File: config.mk
export PLATFORM = sky130hd
export DESIGN_NAME = ws2812_decoder_flat
export DESIGN_NICKNAME = d
export VERILOG_FILES = /design/src/rtl/ws2812_decoder_if.sv /design/src/rtl/ws2812_decoder.sv /design/src/flat_wrapper.sv
export SDC_FILE = /design/constraint.sdc
export NUM_CORES = 1
export LEC_CHECK = 0
export ABC_CLOCK_PERIOD_IN_PS = 6050
export BUFFER_PORTS_ARGS = -buffer_cell sky130_fd_sc_hd__buf_2
export CAP_MARGIN = 20
export CORE_UTILIZATION = 30
export DETAILED_ROUTE_END_ITERATION = 10
export HOLD_SLACK_MARGIN = 0.1
export MAX_ROUTING_LAYER = met4
export SLEW_MARGIN = 20
export SYNTH_ARGS = -nofsm -noshare
export SYNTH_HDL_FRONTEND = slang
export SYNTH_SLANG_ARGS = --single-unit
File: constraint.sdc
create_clock -name clk_in -period 6.05 [get_ports clk_in]
set_input_delay 1.21 -clock clk_in [delete_from_list [all_inputs] [get_ports clk_in]]
set_output_delay 1.21 -clock clk_in [all_outputs]
set_load 0.01 [all_outputs]
File: src/rtl/ws2812_decoder_if.sv
// Decoded WS2812 pixel/frame/error bundle; the line driver side is master, the decoder is slave.
interface ws2812_decoder_if #(
  parameter int IDX_WIDTH = 8
);
  logic                 strand_in;
  logic [7:0]           green_out;
  logic [7:0]           red_out;
  logic [7:0]           blue_out;
  logic [IDX_WIDTH-1:0] pixel_index;
  logic                 pixel_valid;
  logic                 frame_done;
  logic [IDX_WIDTH-1:0] frame_pixels;
  logic                 error_out;
  logic [1:0]           error_code;

  modport master (
    output strand_in,
    input  green_out, red_out, blue_out, pixel_index, pixel_valid,
    input  frame_done, frame_pixels, error_out, error_code
  );

  modport slave (
    input  strand_in,
    output green_out, red_out, blue_out, pixel_index, pixel_valid,
    output frame_done, frame_pixels, error_out, error_code
  );
endinterface

File: src/rtl/ws2812_decoder.sv
// WS2812 one-wire decoder: classifies high-phase lengths into bits, assembles GRB pixels,
// detects the latch gap and flags glitches, stuck-high lines and partial pixels.
module ws2812_decoder #(
  parameter int HIGH_THRESH  = 60,
  parameter int MIN_HIGH     = 20,
  parameter int MAX_HIGH     = 120,
  parameter int LATCH_CYCLES = 5000,
  parameter int IDX_WIDTH    = 8
) (
  input  logic               clk_in,
  input  logic               rst_in,
  ws2812_decoder_if.slave    bus
);

  localparam int CNT_MAX = (LATCH_CYCLES > MAX_HIGH + 1) ? LATCH_CYCLES : MAX_HIGH + 1;
  localparam int CW      = $clog2(CNT_MAX + 1);

  localparam logic [CW-1:0] CNT_SAT = CW'(CNT_MAX);
  localparam logic [CW-1:0] LATCH_C = CW'(LATCH_CYCLES);
  localparam logic [CW-1:0] HI_T    = CW'(HIGH_THRESH);
  localparam logic [CW-1:0] MIN_H   = CW'(MIN_HIGH);
  localparam logic [CW-1:0] MAX_H1  = CW'(MAX_HIGH + 1);
  localparam logic [CW-1:0] CNT_ONE = CW'(1);

  localparam logic [1:0] ST_ARM  = 2'd0;
  localparam logic [1:0] ST_LOW  = 2'd1;
  localparam logic [1:0] ST_HIGH = 2'd2;

  localparam logic [1:0] ERR_SHORT   = 2'b01;
  localparam logic [1:0] ERR_LONG    = 2'b10;
  localparam logic [1:0] ERR_PARTIAL = 2'b11;

  logic                 sync1_q, sync2_q;
  logic [1:0]           state_q, state_d;
  logic [CW-1:0]        cnt_q, cnt_d;
  logic [4:0]           bit_cnt_q, bit_cnt_d;
  logic [IDX_WIDTH-1:0] pix_cnt_q, pix_cnt_d;
  logic                 seen_q, seen_d;
  logic [23:0]          shift_q, shift_d;
  logic [7:0]           green_q, green_d;
  logic [7:0]           red_q, red_d;
  logic [7:0]           blue_q, blue_d;
  logic [IDX_WIDTH-1:0] idx_q, idx_d;
  logic                 pv_q, pv_d;
  logic                 fd_q, fd_d;
  logic [IDX_WIDTH-1:0] fp_q, fp_d;
  logic                 err_q, err_d;
  logic [1:0]           code_q, code_d;

  logic                 s;
  logic [CW-1:0]        cnt_inc;
  logic [23:0]          shift_nx;
  logic [IDX_WIDTH-1:0] pix_inc;

  assign s        = sync2_q;
  assign cnt_inc  = (cnt_q == CNT_SAT) ? cnt_q : cnt_q + 1'b1;
  assign shift_nx = {shift_q[22:0], (cnt_q >= HI_T)};
  assign pix_inc  = (pix_cnt_q == {IDX_WIDTH{1'b1}}) ? pix_cnt_q : pix_cnt_q + 1'b1;

  always_comb begin
    state_d   = state_q;
    cnt_d     = cnt_q;
    bit_cnt_d = bit_cnt_q;
    pix_cnt_d = pix_cnt_q;
    seen_d    = seen_q;
    shift_d   = shift_q;
    green_d   = green_q;
    red_d     = red_q;
    blue_d    = blue_q;
    idx_d     = idx_q;
    pv_d      = 1'b0;
    fd_d      = 1'b0;
    fp_d      = fp_q;
    err_d     = 1'b0;
    code_d    = code_q;

    case (state_q)
      ST_ARM: begin
        // Decoding only starts once a full latch gap has been seen, so a bit or
        // pixel caught halfway after reset or an error can never be emitted.
        if (s) begin
          cnt_d = '0;
        end else begin
          cnt_d = cnt_inc;
          if (cnt_inc >= LATCH_C) begin
            state_d   = ST_LOW;
            bit_cnt_d = '0;
            pix_cnt_d = '0;
            seen_d    = 1'b0;
          end
        end
      end

      ST_LOW: begin
        if (s) begin
          state_d = ST_HIGH;
          cnt_d   = CNT_ONE;
        end else if (cnt_q < LATCH_C) begin
          cnt_d = cnt_q + 1'b1;
          if (cnt_q + 1'b1 == LATCH_C) begin
            if (seen_q) begin
              fd_d = 1'b1;
              fp_d = pix_cnt_q;
              if (bit_cnt_q != 5'd0) begin
                err_d  = 1'b1;
                code_d = ERR_PARTIAL;
              end
            end
            bit_cnt_d = '0;
            pix_cnt_d = '0;
            seen_d    = 1'b0;
          end
        end
      end

      ST_HIGH: begin
        if (s) begin
          cnt_d = cnt_inc;
          if (cnt_inc == MAX_H1) begin
            err_d     = 1'b1;
            code_d    = ERR_LONG;
            state_d   = ST_ARM;
            cnt_d     = '0;
            bit_cnt_d = '0;
            pix_cnt_d = '0;
            seen_d    = 1'b0;
          end
        end else if (cnt_q < MIN_H) begin
          err_d     = 1'b1;
          code_d    = ERR_SHORT;
          state_d   = ST_ARM;
          cnt_d     = CNT_ONE;
          bit_cnt_d = '0;
          pix_cnt_d = '0;
          seen_d    = 1'b0;
        end else begin
          shift_d = shift_nx;
          seen_d  = 1'b1;
          state_d = ST_LOW;
          cnt_d   = CNT_ONE;
          if (bit_cnt_q == 5'd23) begin
            green_d   = shift_nx[23:16];
            red_d     = shift_nx[15:8];
            blue_d    = shift_nx[7:0];
            idx_d     = pix_cnt_q;
            pv_d      = 1'b1;
            bit_cnt_d = '0;
            pix_cnt_d = pix_inc;
          end else begin
            bit_cnt_d = bit_cnt_q + 1'b1;
          end
        end
      end

      default: begin
        state_d = ST_ARM;
        cnt_d   = '0;
      end
    endcase
  end

  always_ff @(posedge clk_in or negedge rst_in) begin
    if (!rst_in) begin
      sync1_q   <= 1'b0;
      sync2_q   <= 1'b0;
      state_q   <= ST_ARM;
      cnt_q     <= '0;
      bit_cnt_q <= '0;
      pix_cnt_q <= '0;
      seen_q    <= 1'b0;
      shift_q   <= '0;
      green_q   <= '0;
      red_q     <= '0;
      blue_q    <= '0;
      idx_q     <= '0;
      pv_q      <= 1'b0;
      fd_q      <= 1'b0;
      fp_q      <= '0;
      err_q     <= 1'b0;
      code_q    <= '0;
    end else begin
      sync1_q   <= bus.strand_in;
      sync2_q   <= sync1_q;
      state_q   <= state_d;
      cnt_q     <= cnt_d;
      bit_cnt_q <= bit_cnt_d;
      pix_cnt_q <= pix_cnt_d;
      seen_q    <= seen_d;
      shift_q   <= shift_d;
      green_q   <= green_d;
      red_q     <= red_d;
      blue_q    <= blue_d;
      idx_q     <= idx_d;
      pv_q      <= pv_d;
      fd_q      <= fd_d;
      fp_q      <= fp_d;
      err_q     <= err_d;
      code_q    <= code_d;
    end
  end

  assign bus.green_out    = green_q;
  assign bus.red_out      = red_q;
  assign bus.blue_out     = blue_q;
  assign bus.pixel_index  = idx_q;
  assign bus.pixel_valid  = pv_q;
  assign bus.frame_done   = fd_q;
  assign bus.frame_pixels = fp_q;
  assign bus.error_out    = err_q;
  assign bus.error_code   = code_q;

endmodule

File: src/flat_wrapper.sv
// flat-port wrapper written by rule: the top's interface ports become plain ports
module ws2812_decoder_flat 
#(
  parameter int HIGH_THRESH  = 60,
  parameter int MIN_HIGH     = 20,
  parameter int MAX_HIGH     = 120,
  parameter int LATCH_CYCLES = 5000,
  parameter int IDX_WIDTH    = 8
)
  (clk_in, rst_in, bus_strand_in, bus_green_out, bus_red_out, bus_blue_out, bus_pixel_index, bus_pixel_valid, bus_frame_done, bus_frame_pixels, bus_error_out, bus_error_code);
  ws2812_decoder_if #(.IDX_WIDTH(IDX_WIDTH)) bus_i ();
  input  logic clk_in;
  input  logic rst_in;
  input wire logic [$bits(bus_i.strand_in)-1:0] bus_strand_in;
  output wire logic [$bits(bus_i.green_out)-1:0] bus_green_out;
  output wire logic [$bits(bus_i.red_out)-1:0] bus_red_out;
  output wire logic [$bits(bus_i.blue_out)-1:0] bus_blue_out;
  output wire logic [$bits(bus_i.pixel_index)-1:0] bus_pixel_index;
  output wire logic [$bits(bus_i.pixel_valid)-1:0] bus_pixel_valid;
  output wire logic [$bits(bus_i.frame_done)-1:0] bus_frame_done;
  output wire logic [$bits(bus_i.frame_pixels)-1:0] bus_frame_pixels;
  output wire logic [$bits(bus_i.error_out)-1:0] bus_error_out;
  output wire logic [$bits(bus_i.error_code)-1:0] bus_error_code;
  assign bus_i.strand_in = bus_strand_in;
  assign bus_green_out = bus_i.green_out;
  assign bus_red_out = bus_i.red_out;
  assign bus_blue_out = bus_i.blue_out;
  assign bus_pixel_index = bus_i.pixel_index;
  assign bus_pixel_valid = bus_i.pixel_valid;
  assign bus_frame_done = bus_i.frame_done;
  assign bus_frame_pixels = bus_i.frame_pixels;
  assign bus_error_out = bus_i.error_out;
  assign bus_error_code = bus_i.error_code;
  ws2812_decoder #(.HIGH_THRESH(HIGH_THRESH), .MIN_HIGH(MIN_HIGH), .MAX_HIGH(MAX_HIGH), .LATCH_CYCLES(LATCH_CYCLES), .IDX_WIDTH(IDX_WIDTH)) u_core (.clk_in(clk_in), .rst_in(rst_in), .bus(bus_i));
endmodule
==> flow_summary.html, run 1 <==
<table>
<tr><th>Metric</th><th>Value</th></tr>
<tr><th colspan="2">Power</th></tr>
<tr><td>Worst ir drop on vdd</td><td>roughly 0.12 mV</td></tr>
<tr><td>Total leakage power</td><td>around 2.7 nW</td></tr>
<tr><td>Total power after layout</td><td>approximately 1.3 mW</td></tr>
<tr><td>Power density normalized to cell area</td><td>233 nW/um^2</td></tr>
<tr><th colspan="2">STA</th></tr>
<tr><td>Setup repair after global routing missed its margin</td><td>no</td></tr>
<tr><td>Fin. Hold Viols</td><td>0</td></tr>
<tr><td>Worst slew margin relative to its limit</td><td>between 30% and 40%</td></tr>
<tr><td>Setup TNS</td><td>0 ns</td></tr>
<tr><td>Min Tclk post-route</td><td>~3.6 ns</td></tr>
<tr><td>Post-route setup slack</td><td>approximately 2.4 ns</td></tr>
<tr><td>Post-route worst hold slack</td><td>~0.35 ns</td></tr>
<tr><td>Number of pins with negative max-slew slack in the final report</td><td>0</td></tr>
<tr><td>Highest attainable clock frequency</td><td>around 0.28 GHz</td></tr>
<tr><td>Worst clock skew</td><td>roughly 0.0078 ns</td></tr>
<tr><td>Final period utilization</td><td>59.8%</td></tr>
<tr><td>Actual transition at the worst max-transition pin</td><td>0.979 ns</td></tr>
<tr><td>Setup violators final</td><td>0</td></tr>
<tr><th colspan="2">Drt</th></tr>
<tr><td>Number of design-rule violations left by the first detailed-router iteration</td><td>~230</td></tr>
<tr><td>Number of iterations in the first detailed-routing pass</td><td>5</td></tr>
<tr><td>Aggregate routed wire length</td><td>between 10000 and 15000 um</td></tr>
<tr><td>Via/cell ratio</td><td>4.96</td></tr>
<tr><td>DR WL/cell</td><td>14.9 um</td></tr>
<tr><td>Remaining design rule violation count</td><td>0</td></tr>
<tr><td>Number of vias after detailed routing</td><td>3637</td></tr>
<tr><td>Post-route antenna net violation count</td><td>0</td></tr>
<tr><th colspan="2">Global routing</th></tr>
<tr><td>Via count of the first global-routing pass</td><td>3638</td></tr>
<tr><td>Initial antenna violation count</td><td>0</td></tr>
<tr><td>Wire length of the first global-routing pass</td><td>between 15000 and 20000 um</td></tr>
<tr><td>Maximum number of pins on one net before global-route repair</td><td>between 50 and 60</td></tr>
<tr><td>GR Util All Layers</td><td>between 15 and 20%</td></tr>
<tr><td>Total gr overflow</td><td>0</td></tr>
<tr><th colspan="2">CTS</th></tr>
<tr><td>Clock root buffer</td><td>clkbuf_16</td></tr>
<tr><td>Number of levels the H-tree was split into</td><td>3</td></tr>
<tr><td>Total CTS buffers</td><td>9</td></tr>
<tr><td>Number of buffers inserted for hold repair after clock tree synthesis</td><td>0</td></tr>
<tr><td>Post-CTS setup buffer count</td><td>0</td></tr>
<tr><td>Number of sinks on the clock net</td><td>99</td></tr>
<tr><td>Post-cts resize count</td><td>0</td></tr>
<tr><td>Clock tree from TritonCTS</td><td>built</td></tr>
<tr><td>Clock transition at the registers of the reported paths</td><td>approximately 0.07 ns</td></tr>
<tr><td>Clock insertion delay at the later pin of the skew report</td><td>about 0.35 ns</td></tr>
<tr><td>Maximum root-to-sink buffer count</td><td>2</td></tr>
<tr><th colspan="2">Synthesis</th></tr>
<tr><td>Count of mapped cells out of synthesis</td><td>477</td></tr>
<tr><td>Post-synthesis async set-or-reset flop share</td><td>between 90% and 100%</td></tr>
<tr><td>Fraction of the yosys area taken by sequential cells</td><td>between 50% and 60%</td></tr>
<tr><td>Cells taking the most area after synthesis</td><td>dfrtp_1 (52%), mux2_2 (9.2%), nand2_1 (7.4%)</td></tr>
<tr><td>Syn avg cell area</td><td>10.0 sq um</td></tr>
<tr><td>Cell accounting for the most synthesized area</td><td>dfrtp_1</td></tr>
<tr><td>Count of synthesis-stage warnings from yosys</td><td>0</td></tr>
<tr><td>Number of distinct library cell variants in the gate-level netlist after synthesis</td><td>56</td></tr>
<tr><td>Number of nets produced by synthesis</td><td>489</td></tr>
<tr><td>Yosys top cell area share</td><td>51.9%</td></tr>
<tr><td>Count of flip-flops with a built-in enable after synthesis</td><td>0</td></tr>
<tr><td>Dominant synthesized flop cell</td><td>dfrtp_1</td></tr>
<tr><td>Netlist area before placement</td><td>4770 sq um</td></tr>
<tr><td>Number of storage elements in the synthesis netlist</td><td>a little under 100</td></tr>
<tr><th colspan="2">Finish</th></tr>
<tr><td>Final non-filler cell total</td><td>about 730</td></tr>
<tr><td>Number of inserted filler cells in the final layout</td><td>1548</td></tr>
<tr><td>Final Net Count</td><td>around 530</td></tr>
<tr><td>Design area</td><td>around 5500 sq um</td></tr>
<tr><td>Commonest non-fill, non-tap cells in the layout</td><td>dfrtp_1 (99), nand2_1 (94), buf_2 (46)</td></tr>
<tr><td>Post-layout utilization of the core</td><td>between 30% and 40%</td></tr>
<tr><td>Synthesis-to-finish area growth</td><td>15.6%</td></tr>
<tr><td>Most common cell after layout, fill and taps aside</td><td>dfrtp_1</td></tr>
<tr><td>Final antenna diode count</td><td>0</td></tr>
<tr><td>Layout cell share with drive strength beyond 1</td><td>between 20% and 30%</td></tr>
<tr><th colspan="2">Setup path</th></tr>
<tr><td>Crit path arrival time</td><td>just under 4 ns</td></tr>
<tr><td>CP required</td><td>6.30 ns</td></tr>
<tr><td>Nature of the critical path startpoint</td><td>register</td></tr>
<tr><td>Classification of the worst setup path</td><td>register to register</td></tr>
<tr><td>Endpoint kind of the worst setup timing path</td><td>register</td></tr>
<tr><td>CP Max Fanout</td><td>16</td></tr>
<tr><th colspan="2">Placed design</th></tr>
<tr><td>Final HPWL from detailed placement</td><td>about 7600 um</td></tr>
<tr><td>Setup slack after placement</td><td>about 2.5 ns</td></tr>
<tr><td>Number of cells in the design after placement</td><td>between 700 and 800</td></tr>
<tr><td>Cell area reported after detailed placement</td><td>about 5200 sq um</td></tr>
<tr><td>Final weighted congestion of routability-driven global placement</td><td>0.897</td></tr>
<tr><td># port buffers</td><td>47</td></tr>
<tr><th colspan="2">Die</th></tr>
<tr><td>Die outline width</td><td>128 um</td></tr>
<tr><td>Floorplan row count</td><td>45</td></tr>
<tr><td>Die Footprint</td><td>between 15000 and 20000 sq um</td></tr>
<tr><td>Initial core utilization</td><td>slightly above 30%</td></tr>
<tr><td>Core Box Area</td><td>approximately 15000 sq um</td></tr>
<tr><td>IO Count</td><td>48</td></tr>
<tr><td>Die Y-Extent</td><td>128 um</td></tr>
<tr><th colspan="2">Run</th></tr>
<tr><td>Max capacitance violation total</td><td>0</td></tr>
<tr><th colspan="2">Outcome</th></tr>
<tr><td>Outcome</td><td>completed</td></tr>
<tr><th colspan="2">Worst hold path</th></tr>
<tr><td>Hold Crit Class</td><td>register to register</td></tr>
</table>
## cell type report
type / instances / area [sq um] / share of cell area, %
Timing Repair Buffer: 51 / 268 / 4.86
Multi-Input combinational cell: 342 / 2150 / 39.0
Inverter: 14 / 52.6 / 0.953
Clock inverter: 5 / 60.1 / 1.09
Tap cell: 211 / 264 / 4.79
Clock buffer: 11 / 243 / 4.40
Sequential cell: 99 / 2480 / 44.9
## registers in the layout, indices dropped and copies added, names as in the netlist, 2 cells and up
signal / flops
u_core.shift_q: 23
u_core.cnt_q: 13
u_core.bus.blue_out: 8
u_core.bus.frame_pixels: 8
u_core.bus.green_out: 8
u_core.bus.pixel_index: 8
u_core.bus.red_out: 8
u_core.pix_cnt_q: 8
u_core.bit_cnt_q: 5
u_core.bus.error_code: 2
u_core.state_q: 2
## routing by layer
metal / vias up / GRT usage, % / routed length (um)
met1: 1775 / 19.9 / 5250
met5: - / - / 0
li1: 1765 / - / -
met3: 10 / 3.21 / 520
met2: 87 / 22.5 / 4960
met4: 0 / 6.02 / 195
## cell families (layout without fill, tap and decap cells)
kind of cell	Yosys count	count (layout)	share of synthesized area [%]
simple gates	194	194	19.8
fa+ha+maj	9	9	2.36
buf+inv	36	81	3.15
flops	99	99	51.9
compound gates	96	96	12.7
xor+xnor	3	3	0.551
mux	40	40	9.42
## final timing paths
check / startpoint / endpoint / slack (ns) / cells past startpoint
setup / recovery: u_core.cnt_q[0]$_DFFE_PN0P_ / u_core.pix_cnt_q[5]$_DFFE_PN0P_ / 2.43 / 9
hold / removal: u_core.sync1_q$_DFF_PN0_ / u_core.s$_DFF_PN0_ / 0.35 / 0
setup reg to reg: u_core.cnt_q[0]$_DFFE_PN0P_ / u_core.pix_cnt_q[5]$_DFFE_PN0P_ / 2.43 / 9
hold reg to reg: u_core.sync1_q$_DFF_PN0_ / u_core.s$_DFF_PN0_ / 0.35 / 0
max in group asynchronous: rst_in / u_core.bus.frame_pixels[7]$_DFFE_PN0P_ / 4.09 / 2
min in group asynchronous: rst_in / u_core.cnt_q[1]$_DFFE_PN0P_ / 0.86 / 1
## critical path, stage by stage (launching register included)
cell	delay (ns)
dfrtp_1	0.59
ha_1	0.49
nand2_1	0.25
nor4_2	0.29
xnor2_1	0.27
nand4_1	0.30
o21bai_4	0.27
nand4_2	0.35
or3_4	0.48
o31ai_1	0.23
## report_power, final
| part | leakage [nW] | switching (mW) | total [mW] | internal (mW) |
|---|---|---|---|---|
| logic | 1.16 | 0.0221 | 0.0299 | 0.00773 |
| clock network | 0.146 | 0.252 | 0.586 | 0.334 |
| registers | 1.38 | 0.00592 | 0.670 | 0.664 |
## synthesized netlist by cell type (3+ instances only)
library cell / count
a211oi_1: 3
a21oi_1: 18
a22o_1: 6
a31oi_1: 7
and2_1: 3
and3_1: 5
buf_2: 6
clkbuf_1: 14
dfrtp_1: 99
ha_1: 9
inv_1: 14
mux2_2: 39
nand2_1: 94
nand2b_1: 4
nand3_1: 13
nand3b_1: 3
nand4_1: 5
nor2_1: 28
nor2b_1: 4
nor3_1: 8
nor4_1: 5
nor4b_1: 3
o21ai_0: 38
o31ai_1: 7
or4_1: 3
(Power assumes the default switching activity.)
==> inputs of run 2 (changes only) <==
--- a/config.mk
+++ b/config.mk
@@ -5,7 +5,7 @@
 export SDC_FILE = /design/constraint.sdc
 export NUM_CORES = 1
 export LEC_CHECK = 0
-export ABC_CLOCK_PERIOD_IN_PS = 6050
+export ABC_CLOCK_PERIOD_IN_PS = 3600
 export BUFFER_PORTS_ARGS = -buffer_cell sky130_fd_sc_hd__buf_2
 export CAP_MARGIN = 20
 export CORE_UTILIZATION = 30
==> constraint.sdc (replaced) <==
create_clock -name clk_in -period 3.6 [get_ports clk_in]
set_input_delay 0.72 -clock clk_in [delete_from_list [all_inputs] [get_ports clk_in]]
set_output_delay 0.72 -clock clk_in [all_outputs]
set_load 0.01 [all_outputs]
==> run 2 against run 1 <==
Against the previous run:
- fmax grew 9.8%
- non-clock buffer count grew 5
- count of clock-buffer cells in the layout shrank 1
- worst setup slack lost 2.1 ns
- core utilization grew 0.15 points
- sequential power grew 67%
- largest cell class unchanged
- highest routed layer unchanged
==> flow_summary.html, run 2 (same netlist as run 1, synthesis figures left out) <==
<table>
<tr><th>Metric</th><th>Value</th></tr>
<tr><th colspan="2">Setup path</th></tr>
<tr><td>Delay of the slowest cell on the worst path</td><td>0.53 ns (-0.06 ns)</td></tr>
<tr><td>Classification of the worst setup path</td><td>register to register</td></tr>
<tr><td>Kind of cell adding the most delay to the critical path</td><td>simple AND/OR/NAND/NOR gates</td></tr>
<tr><td>CP required</td><td>3.86 ns (-2.44 ns)</td></tr>
<tr><td>Buf/Inv on CP</td><td>0 (unchanged)</td></tr>
<tr><td>CP Max Fanout</td><td>13 (-3)</td></tr>
<tr><td>Critical path, cell by cell</td><td>ha_2 -&gt; nand2_1 -&gt; nor4_2 -&gt; xnor2_1 -&gt; nand4_1 -&gt; o21bai_4 -&gt; and3_1 -&gt; nand3_1 -&gt; o31ai_1</td></tr>
<tr><td>Critical path's slowest cell</td><td>dfrtp_1</td></tr>
<tr><td>Nature of the critical path startpoint</td><td>register</td></tr>
<tr><td>Endpoint kind of the worst setup timing path</td><td>register</td></tr>
<tr><td>Crit path arrival time</td><td>3.55 ns (-0.32 ns)</td></tr>
<tr><th colspan="2">Power</th></tr>
<tr><td>Power density normalized to cell area</td><td>384 nW/um^2 (+65%)</td></tr>
<tr><td>Net Switching</td><td>0.510 mW (+82%)</td></tr>
<tr><td>Worst ir drop on vdd</td><td>0.210 mV (+80%)</td></tr>
<tr><td>Sequential group share of total power</td><td>52.9% (+0.8 points)</td></tr>
<tr><td>Total leakage power</td><td>2.69 nW (+0.51%)</td></tr>
<tr><td>Clock group share of total power</td><td>44.6% (-1.0 points)</td></tr>
<tr><td>Cell internal pwr</td><td>1.61 mW (+61%)</td></tr>
<tr><td>Gate power share</td><td>2.6% (+0.3 points)</td></tr>
<tr><td>Total power after layout</td><td>2.12 mW (+65%)</td></tr>
<tr><td>Switching share of total power</td><td>24.0% (+2.2 points)</td></tr>
<tr><th colspan="2">Finish</th></tr>
<tr><td>Final antenna diode count</td><td>0 (unchanged)</td></tr>
<tr><td>Commonest non-fill, non-tap cells in the layout</td><td>dfrtp_1 (99), nand2_1 (94), buf_2 (46)</td></tr>
<tr><td>Post-layout utilization of the core</td><td>36.0% (+0.15 points)</td></tr>
<tr><td>Most common cell after layout, fill and taps aside</td><td>dfrtp_1</td></tr>
<tr><td>Synthesis-to-finish area growth</td><td>16.1%</td></tr>
<tr><td>Final non-filler cell total</td><td>738 (+0.68%)</td></tr>
<tr><td>Final Net Count</td><td>534 (+0.95%)</td></tr>
<tr><td>Number of inserted filler cells in the final layout</td><td>1567 (+1.2%)</td></tr>
<tr><td>Layout cell share with drive strength beyond 1</td><td>23.7% (+0.92 points)</td></tr>
<tr><td>Design area</td><td>5540 sq um (+0.41%)</td></tr>
<tr><td>Max reg flops</td><td>23 (unchanged)</td></tr>
<tr><td>Largest register by flop count</td><td>u_core.shift_q</td></tr>
<tr><td>Largest regs</td><td>u_core.shift_q x23, u_core.cnt_q x13</td></tr>
<tr><th colspan="2">STA</th></tr>
<tr><td>Worst slew margin relative to its limit</td><td>35.0% (+0.44 points)</td></tr>
<tr><td>Highest attainable clock frequency</td><td>0.304 GHz (+9.8%)</td></tr>
<tr><td>Setup repair after global routing missed its margin</td><td>no</td></tr>
<tr><td>Actual transition at the worst max-transition pin</td><td>0.972 ns (-0.00653 ns)</td></tr>
<tr><td>Setup violators final</td><td>0 (unchanged)</td></tr>
<tr><td>Setup TNS</td><td>0 ns (unchanged)</td></tr>
<tr><td>Fin. Hold Viols</td><td>0 (unchanged)</td></tr>
<tr><td>Final period utilization</td><td>91.5% (+32 points)</td></tr>
<tr><td>Worst clock skew</td><td>0.0126 ns (+0.00487 ns)</td></tr>
<tr><td>Post-route setup slack</td><td>0.307 ns (-2.13 ns)</td></tr>
<tr><td>Number of pins with negative max-slew slack in the final report</td><td>0 (unchanged)</td></tr>
<tr><td>Post-route worst hold slack</td><td>0.351 ns (+0.00297 ns)</td></tr>
<tr><td>Min Tclk post-route</td><td>3.29 ns (-0.324 ns)</td></tr>
<tr><th colspan="2">CTS</th></tr>
<tr><td>Clock root buffer</td><td>clkbuf_16</td></tr>
<tr><td>Maximum root-to-sink buffer count</td><td>2 (unchanged)</td></tr>
<tr><td>Total CTS buffers</td><td>9 (unchanged)</td></tr>
<tr><td>Clock tree from TritonCTS</td><td>built</td></tr>
<tr><td>Post-CTS setup buffer count</td><td>0 (unchanged)</td></tr>
<tr><td>Number of levels the H-tree was split into</td><td>3 (unchanged)</td></tr>
<tr><td>Number of sinks on the clock net</td><td>99 (unchanged)</td></tr>
<tr><td>Clock transition at the registers of the reported paths</td><td>0.08 ns (about the same)</td></tr>
<tr><td>Clock insertion delay at the later pin of the skew report</td><td>0.36 ns (about the same)</td></tr>
<tr><th colspan="2">Global routing</th></tr>
<tr><td>Via count of the first global-routing pass</td><td>3673 (+0.96%)</td></tr>
<tr><td>GR Util All Layers</td><td>15.1% (+0.070 points)</td></tr>
<tr><td>Total gr overflow</td><td>0 (unchanged)</td></tr>
<tr><td>Maximum number of pins on one net before global-route repair</td><td>62 (+11%)</td></tr>
<tr><td>Initial antenna violation count</td><td>0 (unchanged)</td></tr>
<tr><td>Wire length of the first global-routing pass</td><td>18900 um (about the same)</td></tr>
<tr><th colspan="2">Drt</th></tr>
<tr><td>Number of iterations in the first detailed-routing pass</td><td>4 (-1)</td></tr>
<tr><td>Aggregate routed wire length</td><td>11100 um (+1.4%)</td></tr>
<tr><td>Via/cell ratio</td><td>5.02 (+1.2%)</td></tr>
<tr><td>Number of vias after detailed routing</td><td>3705 (+1.9%)</td></tr>
<tr><td>Remaining design rule violation count</td><td>0 (unchanged)</td></tr>
<tr><td>Number of design-rule violations left by the first detailed-router iteration</td><td>242 (+7.1%)</td></tr>
<tr><td>Post-route antenna net violation count</td><td>0 (unchanged)</td></tr>
<tr><td>DR WL/cell</td><td>15.0 um (+0.74%)</td></tr>
<tr><th colspan="2">Die</th></tr>
<tr><td>IO Count</td><td>48 (unchanged)</td></tr>
<tr><td>Core Box Area</td><td>15400 sq um (unchanged)</td></tr>
<tr><td>Die Footprint</td><td>16400 sq um (unchanged)</td></tr>
<tr><td>Die Y-Extent</td><td>128 um (unchanged)</td></tr>
<tr><td>Die outline width</td><td>128 um (unchanged)</td></tr>
<tr><td>Initial core utilization</td><td>31.0% (unchanged)</td></tr>
<tr><td>Floorplan row count</td><td>45 (unchanged)</td></tr>
<tr><th colspan="2">Worst hold path</th></tr>
<tr><td>Hold Crit Class</td><td>register to register</td></tr>
<tr><th colspan="2">Placed design</th></tr>
<tr><td>Setup slack after placement</td><td>0.247 ns (-2.25 ns)</td></tr>
<tr><td># port buffers</td><td>47 (unchanged)</td></tr>
<tr><td>Final weighted congestion of routability-driven global placement</td><td>0.891 (-0.74%)</td></tr>
<tr><td>Final HPWL from detailed placement</td><td>7770 um (+2.9%)</td></tr>
<tr><td>Cell area reported after detailed placement</td><td>5250 sq um (+0.72%)</td></tr>
<tr><td>Number of cells in the design after placement</td><td>722 (+0.70%)</td></tr>
<tr><th colspan="2">Outcome</th></tr>
<tr><td>Outcome</td><td>completed</td></tr>
<tr><th colspan="2">Run</th></tr>
<tr><td>Max capacitance violation total</td><td>0 (unchanged)</td></tr>
</table>
run 2: cell count changes in the layout (fill, tap and decap cells not counted), sizes merged:
cell and delta:
clkbuf -1, buf +5, bufinv -1, inv +2
run 2: path summary, 6_finish.rpt:
path / from / to / slack, ns / cells after the start
worst min-delay path: u_core.sync1_q$_DFF_PN0_ / u_core.s$_DFF_PN0_ / 0.35 / 0
worst max-delay path: u_core.cnt_q[1]$_DFFE_PN0P_ / u_core.bit_cnt_q[3]$_DFFE_PN0P_ / 0.31 / 9
worst min register to register: u_core.sync1_q$_DFF_PN0_ / u_core.s$_DFF_PN0_ / 0.35 / 0
max in group asynchronous: rst_in / u_core.shift_q[6]$_DFFE_PN0P_ / 2.42 / 2
worst max register to register: u_core.cnt_q[1]$_DFFE_PN0P_ / u_core.bit_cnt_q[3]$_DFFE_PN0P_ / 0.31 / 9
min in group asynchronous: rst_in / u_core.shift_q[19]$_DFFE_PN0P_ / 0.43 / 1
run 2: what timing repair did:
item	in CTS	in global routing
setup endpoints to repair	0	4
gates resized for setup	0	1
hold buffers	0	0
endpoints found under the hold margin	0	0
run 2: routing by layer:
layer / wire length, um / GRT usage, % / share of wire [%] / up-vias
li1: - / - / - / 1776
met1: 5330 / 20.5 / 48 / 1811
met2: 5040 / 22.7 / 45 / 105
met3: 545 / 2.75 / 4.9 / 13
met4: 167 / 5.33 / 1.5 / 0
met5: 0 / - / 0 / -
run 2: final cells by class:
cell class / count / area (sq um) / share of cell area (%)
flip-flops and latches: 99 / 2480 / 44.7
multi-input cells: 342 / 2150 / 38.9
repair buffers: 56 / 305 / 5.51
well taps: 211 / 264 / 4.77
clock buffers: 10 / 229 / 4.14
clock inverters: 6 / 56.3 / 1.02
inverters: 14 / 52.6 / 0.949
run 2: power groups by stage:
stage	logic, mW	clock network (mW)	registers (mW)
3_3_place_gp	0.0567	0	1.14
3_5_place_dp	0.0571	0	1.14
5_1_grt	0.0641	1.01	1.12
4_1_cts	0.0572	0.975	1.12
6_report	0.0549	0.947	1.12
2_1_floorplan	0.0243	0	1.14
==> inputs of run 3 (changes only) <==
--- a/config.mk
+++ b/config.mk
@@ -7,11 +7,11 @@
 export LEC_CHECK = 0
 export ABC_CLOCK_PERIOD_IN_PS = 3600
 export BUFFER_PORTS_ARGS = -buffer_cell sky130_fd_sc_hd__buf_2
-export CAP_MARGIN = 20
 export CORE_UTILIZATION = 30
 export DETAILED_ROUTE_END_ITERATION = 10
 export HOLD_SLACK_MARGIN = 0.1
 export MAX_ROUTING_LAYER = met4
+export PLACE_DENSITY = 0.51
 export SLEW_MARGIN = 20
 export SYNTH_ARGS = -nofsm -noshare
 export SYNTH_HDL_FRONTEND = slang
==> run 3 against run 2 <==
Against the previous run:
- count of clock-buffer cells in the layout unchanged
- power up 6.1%
- via count about the same
- critical path type unchanged
- sequential power about the same
- clock power up 14%
- non-clock buffer count up 1
- global-route usage up 0.091 points
==> flow_summary.html, run 3 (same netlist as run 1, synthesis figures left out) <==
<table>
<tr><th>Metric</th><th>Value</th></tr>
<tr><th colspan="2">STA</th></tr>
<tr><td>Setup violators final</td><td>0 (unchanged)</td></tr>
<tr><td>Number of pins with negative max-slew slack in the final report</td><td>0 (unchanged)</td></tr>
<tr><td>Setup TNS</td><td>0 ns (unchanged)</td></tr>
<tr><td>Highest attainable clock frequency</td><td>0.315 GHz (+3.8%)</td></tr>
<tr><td>Worst clock skew</td><td>0.00750 ns (-0.00515 ns)</td></tr>
<tr><td>Final period utilization</td><td>88.1% (-3.3 points)</td></tr>
<tr><td>Actual transition at the worst max-transition pin</td><td>0.741 ns (-0.231 ns)</td></tr>
<tr><td>Setup repair after global routing missed its margin</td><td>no</td></tr>
<tr><td>Fin. Hold Viols</td><td>0 (unchanged)</td></tr>
<tr><td>Min Tclk post-route</td><td>3.17 ns (-0.120 ns)</td></tr>
<tr><td>Worst slew margin relative to its limit</td><td>50.4% (+15 points)</td></tr>
<tr><th colspan="2">Die</th></tr>
<tr><td>Initial core utilization</td><td>31.0% (unchanged)</td></tr>
<tr><td>Die Y-Extent</td><td>128 um (unchanged)</td></tr>
<tr><td>Floorplan row count</td><td>45 (unchanged)</td></tr>
<tr><td>Die outline width</td><td>128 um (unchanged)</td></tr>
<tr><td>IO Count</td><td>48 (unchanged)</td></tr>
<tr><td>Core Box Area</td><td>15400 sq um (unchanged)</td></tr>
<tr><td>Die Footprint</td><td>16400 sq um (unchanged)</td></tr>
<tr><th colspan="2">CTS</th></tr>
<tr><td>Clock root buffer</td><td>clkbuf_16</td></tr>
<tr><td>Total CTS buffers</td><td>9 (unchanged)</td></tr>
<tr><td>Clock transition at the registers of the reported paths</td><td>0.07 ns (about the same)</td></tr>
<tr><td>Post-cts resize count</td><td>0 (unchanged)</td></tr>
<tr><td>Number of buffers inserted for hold repair after clock tree synthesis</td><td>0 (unchanged)</td></tr>
<tr><td>Clock insertion delay at the later pin of the skew report</td><td>0.35 ns (about the same)</td></tr>
<tr><td>Post-CTS setup buffer count</td><td>0 (unchanged)</td></tr>
<tr><td>Number of levels the H-tree was split into</td><td>3 (unchanged)</td></tr>
<tr><td>Clock tree from TritonCTS</td><td>built</td></tr>
<tr><td>Maximum root-to-sink buffer count</td><td>2 (unchanged)</td></tr>
<tr><td>Number of sinks on the clock net</td><td>99 (unchanged)</td></tr>
<tr><th colspan="2">Setup path</th></tr>
<tr><td>Setup slack on the worst flop-to-flop path</td><td>0.43 ns (+0.12 ns)</td></tr>
<tr><td>Delay of the slowest cell on the worst path</td><td>0.59 ns (+0.06 ns)</td></tr>
<tr><td>Nature of the critical path startpoint</td><td>register</td></tr>
<tr><td>CP required</td><td>3.85 ns (about the same)</td></tr>
<tr><td>Critical path's slowest cell</td><td>dfrtp_1</td></tr>
<tr><td>Crit path arrival time</td><td>3.42 ns (-0.13 ns)</td></tr>
<tr><td>Endpoint kind of the worst setup timing path</td><td>register</td></tr>
<tr><td>Classification of the worst setup path</td><td>register to register</td></tr>
<tr><td>Critical path, cell by cell</td><td>ha_1 -&gt; nand2_1 -&gt; nor4_2 -&gt; xnor2_1 -&gt; nand4_1 -&gt; o21bai_4 -&gt; and3_1 -&gt; nand3_1 -&gt; o31ai_1</td></tr>
<tr><td>CP Max Fanout</td><td>13 (unchanged)</td></tr>
<tr><th colspan="2">Global routing</th></tr>
<tr><td>Met1 demand-to-capacity share in global routing</td><td>19.3% (-1.2 points)</td></tr>
<tr><td>Via count of the first global-routing pass</td><td>3646 (-0.74%)</td></tr>
<tr><td>Initial antenna violation count</td><td>0 (unchanged)</td></tr>
<tr><td>Maximum number of pins on one net before global-route repair</td><td>53 (-15%)</td></tr>
<tr><td>Global-route met2 utilization</td><td>23.0% (+0.35 points)</td></tr>
<tr><td>Wire length of the first global-routing pass</td><td>18800 um (-0.19%)</td></tr>
<tr><td>Global route hottest layer</td><td>met2</td></tr>
<tr><td>GR Util All Layers</td><td>15.2% (+0.091 points)</td></tr>
<tr><td>Met3 track demand over resource</td><td>3.42% (+0.67 points)</td></tr>
<tr><td>Total gr overflow</td><td>0 (unchanged)</td></tr>
<tr><th colspan="2">Finish</th></tr>
<tr><td>Largest regs</td><td>u_core.shift_q x23, u_core.cnt_q x13</td></tr>
<tr><td>Most common cell after layout, fill and taps aside</td><td>dfrtp_1</td></tr>
<tr><td>Final Net Count</td><td>535 (+0.19%)</td></tr>
<tr><td>Max reg flops</td><td>23 (unchanged)</td></tr>
<tr><td>Largest register by flop count</td><td>u_core.shift_q</td></tr>
<tr><td>Synthesis-to-finish area growth</td><td>17.2%</td></tr>
<tr><td>Layout cell share with drive strength beyond 1</td><td>23.9% (+0.14 points)</td></tr>
<tr><td>Commonest non-fill, non-tap cells in the layout</td><td>dfrtp_1 (99), nand2_1 (94), buf_2 (46)</td></tr>
<tr><td>Final antenna diode count</td><td>0 (unchanged)</td></tr>
<tr><th colspan="2">Run</th></tr>
<tr><td>Max capacitance violation total</td><td>0 (unchanged)</td></tr>
<tr><th colspan="2">Drt</th></tr>
<tr><td>Number of design-rule violations left by the first detailed-router iteration</td><td>209 (-14%)</td></tr>
<tr><td>Via/cell ratio</td><td>5.01 (-0.16%)</td></tr>
<tr><td>Aggregate routed wire length</td><td>11100 um (+0.27%)</td></tr>
<tr><td>Post-route antenna net violation count</td><td>0 (unchanged)</td></tr>
<tr><td>Number of iterations in the first detailed-routing pass</td><td>4 (unchanged)</td></tr>
<tr><td>Remaining design rule violation count</td><td>0 (unchanged)</td></tr>
<tr><td>DR WL/cell</td><td>15.0 um (+0.13%)</td></tr>
<tr><td>Number of vias after detailed routing</td><td>3704 (-0.027%)</td></tr>
<tr><th colspan="2">Power</th></tr>
<tr><td>Worst ir drop on vdd</td><td>0.250 mV (+19%)</td></tr>
<tr><td>Total leakage power</td><td>2.72 nW (+1.0%)</td></tr>
<tr><td>Power density normalized to cell area</td><td>403 nW/um^2 (+5.1%)</td></tr>
<tr><td>Total power after layout</td><td>2.25 mW (+6.1%)</td></tr>
<tr><th colspan="2">Placed design</th></tr>
<tr><td>Final HPWL from detailed placement</td><td>7640 um (-1.7%)</td></tr>
<tr><td># port buffers</td><td>47 (unchanged)</td></tr>
<tr><td>Final weighted congestion of routability-driven global placement</td><td>0.898 (+0.83%)</td></tr>
<tr><th colspan="2">Worst hold path</th></tr>
<tr><td>Hold Crit Class</td><td>register to register</td></tr>
<tr><th colspan="2">Outcome</th></tr>
<tr><td>Outcome</td><td>completed</td></tr>
</table>
-- run 3: worst paths after layout --
kind	start	end	cells past startpoint
max in group asynchronous	rst_in	u_core.cnt_q[6]$_DFFE_PN0P_	2
worst max-delay path	u_core.cnt_q[0]$_DFFE_PN0P_	u_core.bit_cnt_q[0]$_DFFE_PN0P_	9
min in group asynchronous	rst_in	u_core.shift_q[16]$_DFFE_PN0P_	1
worst max register to register	u_core.cnt_q[0]$_DFFE_PN0P_	u_core.bit_cnt_q[0]$_DFFE_PN0P_	9
worst min register to register	u_core.sync1_q$_DFF_PN0_	u_core.s$_DFF_PN0_	0
worst min-delay path	u_core.sync1_q$_DFF_PN0_	u_core.s$_DFF_PN0_	0
-- run 3: worst max-delay path, delay by kind of cell, from the launching register on --
| kind | cells | cell delay, ns |
|---|---|---|
| AO/OA/AOI/OAI | 2 | 0.54 |
| XOR/XNOR | 1 | 0.27 |
| adder cells (fa/ha/maj) | 1 | 0.36 |
| flip-flops | 1 | 0.59 |
| AND/OR/NAND/NOR | 5 | 1.30 |
-- run 3: report_power, final --
part	switching, mW	internal, mW	leakage, nW
sequential	0.00965	1.12	1.38
combinational	0.0379	0.0142	1.19
clock	0.441	0.635	0.157
total	0.489	1.76	2.72
-- run 3: cell type report --
type | instances | area (sq um)
sequential | 99 | 2480
inverter | 14 | 52.6
clock buffer | 10 | 239
timing repair buffer | 57 | 313
multi-input combinational | 342 | 2150
clock inverter | 6 | 95.1
tap | 211 | 264
fill | 1543 | 9780
-- run 3: metal layers --
| metal | routed length (um) | share of wire (%) |
|---|---|---|
| met1 | 5330 | 48 |
| met2 | 5050 | 45 |
| met3 | 551 | 5.0 |
| met4 | 187 | 1.7 |
| met5 | 0 | 0 |
-- run 3: stage by stage --
step           hold slack, ns  instance area [sq um]  instances  utilization, %  worst slack, ns
2_1_floorplan           0.331                   4770        477               -            0.830
3_3_place_gp            0.335                   5260        723            34.2            0.511
3_5_place_dp            0.343                   5260        723            34.2            0.477
4_1_cts                 0.353                   5590        739            36.4            0.478
5_1_grt                 0.369                   5590        739            36.4           0.0671
6_report                0.352                   5590        739            36.4            0.427
